### config.mk
export PLATFORM = sky130hd
export DESIGN_NAME = carregador_instrucoes
export DESIGN_NICKNAME = d
export VERILOG_FILES = /design/src/rtl/carregador_instrucoes_pkg.sv /design/src/rtl/carregador_instrucoes.sv
export SDC_FILE = /design/constraint.sdc
export NUM_CORES = 1
export LEC_CHECK = 0
export ABC_CLOCK_PERIOD_IN_PS = 3000
export CAP_MARGIN = 10
export CORE_AREA = 3 3 105 107
export DETAILED_ROUTE_END_ITERATION = 10
export DIE_AREA = 0 0 108 110
export DONT_BUFFER_PORTS = 1
export GPL_TIMING_DRIVEN = 0
export PLACE_DENSITY = 0.61
export SLEW_MARGIN = 20
export SYNTH_ARGS = -nofsm -noshare
export SYNTH_HDL_FRONTEND = slang
export SYNTH_SLANG_ARGS = --single-unit
### constraint.sdc
create_clock -name clock_i -period 3 [get_ports clock_i]
set_input_delay 0.6 -clock clock_i [delete_from_list [all_inputs] [get_ports clock_i]]
set_output_delay 0.6 -clock clock_i [all_outputs]
set_load 0.02 [all_outputs]
### src/rtl/carregador_instrucoes_pkg.sv
// carregador_pkg: constants and types shared by the program loader and the
// instruction RAM slot map.
//   SLOT_SIZE  - words per slot
//   NUM_SLOTS  - number of valid slots (0..NUM_SLOTS-1)
//   estado_t   - loader FSM states
//   SLOT_BASE  - base word address of every slot
//   slot_base  - slot index -> base address (0 for an out-of-range slot)
package carregador_pkg;

    localparam int SLOT_SIZE = 1000;
    localparam int NUM_SLOTS = 7;

    typedef enum logic [1:0] {
        IDLE  = 2'd0,
        LOAD  = 2'd1,
        FIM   = 2'd2,
        FALHA = 2'd3
    } estado_t;

    localparam logic [31:0] SLOT_BASE [NUM_SLOTS] = '{
        32'd0, 32'd1000, 32'd2000, 32'd3000, 32'd4000, 32'd5000, 32'd6000
    };

    function automatic logic [31:0] slot_base(input int s);
        logic [31:0] b;
        b = '0;
        for (int i = 0; i < NUM_SLOTS; i++)
            if (s == i) b = SLOT_BASE[i];
        return b;
    endfunction

endpackage

### src/rtl/carregador_instrucoes.sv
// carregador_instrucoes: loads a program image into one SLOT_SIZE-word slot of
// instruction RAM from a valid/ready word stream.
// Ports:
//   clock_i, reset_i        - clock, async active-high reset
//   start_i, slot_i,
//   length_i                - load request (sampled only in IDLE)
//   abort_i                 - cancel an active load
//   in_data_i, in_valid_i,
//   in_ready_o              - word stream handshake (in_ready combinational)
//   we_o, endereco_escrita_o,
//   data_o                  - registered RAM write port, 1 cycle after handshake
//   busy_o                  - high while loading
//   done_o                  - one-cycle pulse at the end of any load attempt
//   erro_o                  - sticky error, cleared by the next accepted start
//   palavras_escritas_o     - words accepted in the current/last load
module carregador_instrucoes
    import carregador_pkg::*;
#(
    parameter int DATA_WIDTH = 32,
    parameter int ADDR_WIDTH = 32,
    parameter int SLOT_BITS  = 3,
    parameter int LEN_BITS   = 10
) (
    input  logic                  clock_i,
    input  logic                  reset_i,
    input  logic                  start_i,
    input  logic [SLOT_BITS-1:0]  slot_i,
    input  logic [LEN_BITS-1:0]   length_i,
    input  logic                  abort_i,
    input  logic [DATA_WIDTH-1:0] in_data_i,
    input  logic                  in_valid_i,
    output logic                  in_ready_o,
    output logic                  we_o,
    output logic [ADDR_WIDTH-1:0] endereco_escrita_o,
    output logic [DATA_WIDTH-1:0] data_o,
    output logic                  busy_o,
    output logic                  done_o,
    output logic                  erro_o,
    output logic [LEN_BITS-1:0]   palavras_escritas_o
);

    estado_t               state_q;
    logic [ADDR_WIDTH-1:0] base_q;
    logic [LEN_BITS-1:0]   len_q;
    logic [LEN_BITS-1:0]   count_q;
    logic                  we_q;
    logic [ADDR_WIDTH-1:0] addr_q;
    logic [DATA_WIDTH-1:0] data_q;
    logic                  busy_q;
    logic                  done_q;
    logic                  erro_q;
    logic                  req_bad;

    // The length check is what keeps every write inside the slot.
    assign req_bad = (slot_i >= SLOT_BITS'(NUM_SLOTS)) ||
                     (length_i == '0) ||
                     (length_i > LEN_BITS'(SLOT_SIZE));

    assign in_ready_o = (state_q == LOAD) && !abort_i;

    always_ff @(posedge clock_i or posedge reset_i) begin
        if (reset_i) begin
            state_q <= IDLE;
            base_q  <= '0;
            len_q   <= '0;
            count_q <= '0;
            we_q    <= 1'b0;
            addr_q  <= '0;
            data_q  <= '0;
            busy_q  <= 1'b0;
            done_q  <= 1'b0;
            erro_q  <= 1'b0;
        end else begin
            we_q   <= 1'b0;
            done_q <= 1'b0;
            case (state_q)
                IDLE: begin
                    if (start_i) begin
                        count_q <= '0;
                        if (req_bad) begin
                            // Clear-then-set collapses to a plain set, so erro
                            // is already visible alongside the done pulse.
                            erro_q  <= 1'b1;
                            done_q  <= 1'b1;
                            state_q <= FALHA;
                        end else begin
                            erro_q  <= 1'b0;
                            base_q  <= ADDR_WIDTH'(slot_base(int'(slot_i)));
                            len_q   <= length_i;
                            busy_q  <= 1'b1;
                            state_q <= LOAD;
                        end
                    end
                end
                LOAD: begin
                    if (abort_i) begin
                        erro_q  <= 1'b1;
                        busy_q  <= 1'b0;
                        done_q  <= 1'b1;
                        state_q <= FIM;
                    end else if (in_valid_i) begin
                        we_q    <= 1'b1;
                        addr_q  <= base_q + ADDR_WIDTH'(count_q);
                        data_q  <= in_data_i;
                        count_q <= count_q + 1'b1;
                        // Last word: its write lands in the FIM cycle.
                        if (count_q == len_q - 1'b1) begin
                            busy_q  <= 1'b0;
                            done_q  <= 1'b1;
                            state_q <= FIM;
                        end
                    end
                end
                FIM:     state_q <= IDLE;
                FALHA:   state_q <= IDLE;
                default: state_q <= IDLE;
            endcase
        end
    end

    assign we_o                = we_q;
    assign endereco_escrita_o  = addr_q;
    assign data_o              = data_q;
    assign busy_o              = busy_q;
    assign done_o              = done_q;
    assign erro_o              = erro_q;
    assign palavras_escritas_o = count_q;

endmodule

==> flow_metrics.tcl <==
set metrics [dict create \
    dieWidth_um 108 \
    setup_viol 0 \
    clkTransAtPathRegs_ps 90 \
    synth_ff_type "dfrtp_1" \
    instances_no_fill 627 \
    drt_iter0_drc 145 \
    ys_seq_area_share_pct 50.0 \
    worstSkewPairLatency_ps 350 \
    diodes 0 \
    required_ps 3270 \
    whs_ps 108 \
    antenna_left 0 \
    syn_area_per_cell_sq_um 8.87 \
    post-route-drc-count 0 \
    dieArea_sq_mm 0.0119 \
    async_flop_share_pct 100 \
    yosysWarnings 0 \
    clock_sinks 81 \
    syn_area_sq_mm 0.00405 \
    rows 37 \
    port_buffers 0 \
    p_total_w 0.00458 \
    top_layer "met4" \
    wl_met3_um 836 \
    dp.cells 611 \
    period_share_pct 81.3 \
    wl_um 9290 \
    crit_type "register to register" \
    synthCells 457 \
    post_cts_resized 0 \
    drt-vias-per-instance 4.88 \
    reg2reg_from "palavras_escritas_o[3]$_DFFE_PP0P_" \
    holdBufCountCts 0 \
    arrival_ps 2710 \
    initial_core_util_pct 39.6 \
    drt-met1-wl_um 4100 \
    fin_crit_ps 2440 \
    wl_per_cell_um 14.8 \
    hold_class "input port to async pin" \
    clockBufferDepth 2 \
    die_y_um 110 \
    nNetsFinal 546 \
    finalSetupTns_ps 0 \
    grt_first_pass_wirelength_um 14800 \
    drv.max_cap_violation_count 0 \
    fmax_ghz 0.410 \
    drt_pre_antenna_iters 4 \
    grt_start_max_net_pins 54 \
    synth_top_area_share_pct 50.0 \
    gp_congestion 0.785 \
    cts_root_buf "clkbuf_8" \
    yosys.area.top_type "dfrtp_1" \
    ir_worst_vdd_mv 0.329 \
    drive_gt1_share_pct 10.2 \
    ys_ff_latch 81 \
    synth_edf_count 0 \
    coreArea_sq_mm 0.0102 \
    slew_headroom_pct 63.9 \
    htreeDepth 3 \
    met2_length_um 4250 \
    grt_pass1_vias 3020 \
    cts_tree "yes" \
    finalMaxSlewViolations 0 \
    cts_setup_buffers 0 \
    start_kind "register" \
    yosys-top-cells-area "dfrtp_1, nand2_1, buf_4" \
    worstMarginPinSlew_ps 540 \
    pwr_density_cell_mw_per_mm2 997 \
    overflow 0 \
    ff2ff_path_depth 9 \
    fin_util_pct 44.9 \
    hold_viol 0 \
    r2r-end "endereco_escrita_o[11]$_DFFE_PP0P_" \
    num_io_pins 129 \
    leakage_nw 2.32 \
    ys_types 50 \
    syn2layout_area_growth_pct 13.3 \
    grt_antenna_before_repair 0 \
    critPathCaptureType "register" \
    ff2ff_setup_slack_ps 560 \
    cts_made_buffers 9 \
    clock_skew_ps 7.02 \
    grt_usage_pct 15.9 \
    via_count 3057 \
    grt_setup_unrepaired "false" \
    nFillCells 994 \
    dp_hpwl_um 7070 \
    outcome "finished clean" \
    crit_fanout 7 \
]
==> final cells by class <==
class                           instances  area (sq um)  area share, %
Buffer                                 37           216           4.71
Clock buffer                           10           138           3.00
Clock inverter                          6           138           3.00
Inverter                               15          58.8           1.28
Multi-Input combinational cell        341          1820           39.6
Sequential cell                        81          2030           44.1
Tap cell                              136           170           3.70
Timing Repair Buffer                    1          27.5          0.599
==> critical path: stages, from the launching register on <==
cell      delay (ps)
dfrtp_1          640
ha_1             250
inv_1             50
fa_1             410
nor2b_1          130
o21ai_0          100
a21oi_1          310
o211ai_1         180
xor2_1           160
o21ai_0          140
==> metrics by stage <==
| step | setup WS [ps] | cell area, sq um |
|---|---|---|
| 5_1_grt | 364 | 4590 |
| 6_report | 562 | 4590 |
| 4_1_cts | 519 | 4590 |
| 3_3_place_gp | -588 | 4290 |
| 2_1_floorplan | 320 | 4120 |
| 3_5_place_dp | 549 | 4320 |
==> cells by family after synthesis <==
kind of cell | synth area share [%]
xor gates and xnor gates | 6.27
DFF | 50.0
buffers and inverters | 6.73
and+or+nand+nor | 24.7
adders and majority gates | 3.27
AOI/OAI and AO/OA | 8.67
other | 0.0925
muxes | 0.247
==> Yosys cell counts (5+ instances only) <==
cell        n
nor2_1     26
dfrtp_1    81
o21ai_0    21
xor2_1     15
ha_1        9
buf_4      19
nand2_1   160
clkbuf_1   13
xnor2_1    14
nand3_1    10
buf_2       5
and3_1      8
inv_1      15
a21oi_1     8
==> state kept, by name (all words and copies together) (netlist names) <==
register             count
base_q                   9
busy_o                   1
data_o                  32
done_o                   1
endereco_escrita_o      14
erro_o                   1
len_q                   10
palavras_escritas_o     10
state_q                  2
we_o                     1
==> how the worst max path moves through the flow <==
stage / cells after the start / slack [ps] / from / endpoint
2_1_floorplan: 1 / 320 / reset_i / base_q[10]$_DFFE_PP0P_
3_3_place_gp: 1 / -590 / reset_i / len_q[3]$_DFFE_PP0P_
3_5_place_dp: 9 / 550 / state_q[1]$_DFFE_PP0P_ / data_o[2]$_DFFE_PP0P_
4_1_cts: 9 / 520 / state_q[1]$_DFFE_PP0P_ / data_o[2]$_DFFE_PP0P_
5_1_grt: 9 / 360 / palavras_escritas_o[3]$_DFFE_PP0P_ / endereco_escrita_o[11]$_DFFE_PP0P_
6_report: 9 / 560 / palavras_escritas_o[3]$_DFFE_PP0P_ / endereco_escrita_o[11]$_DFFE_PP0P_
==> routing by layer <==
metal  up-vias  track usage [%]
li1       1515                -
met1      1429             20.6
met2       104             26.1
met3         9             4.37
met4         0             4.69
met5         -                0
==> power by group <==
group / switching [W] / internal (W) / leakage (nW) / total (W)
logic: 0.000668 / 0.000484 / 1.15 / 0.00115
registers: 0.000807 / 0.00154 / 1.03 / 0.00235
clock network: 0.000411 / 0.000664 / 0.137 / 0.00108
==> placed cells by master, fill, tap and decap left out, types with 3 or more instances in the layout <==
cell type  netlist  layout
inv_1           15      14
dfrtp_1         81      81
nand3_1         10      10
a21oi_1          8       8
o31ai_1          4       4
and3_1           8       8
buf_2            5       5
o21ai_0         21      21
a221o_1          3       3
clkbuf_8         0      10
nand4_1          4       4
nor3_1           4       4
xnor2_1         14      14
conb_1           1      18
nor2_1          26      26
xor2_1          15      15
bufinv_16        0       4
buf_4           19      19
clkbuf_1        13      13
ha_1             9       9
nand2_1        160     160
(Power assumes the default switching activity.)
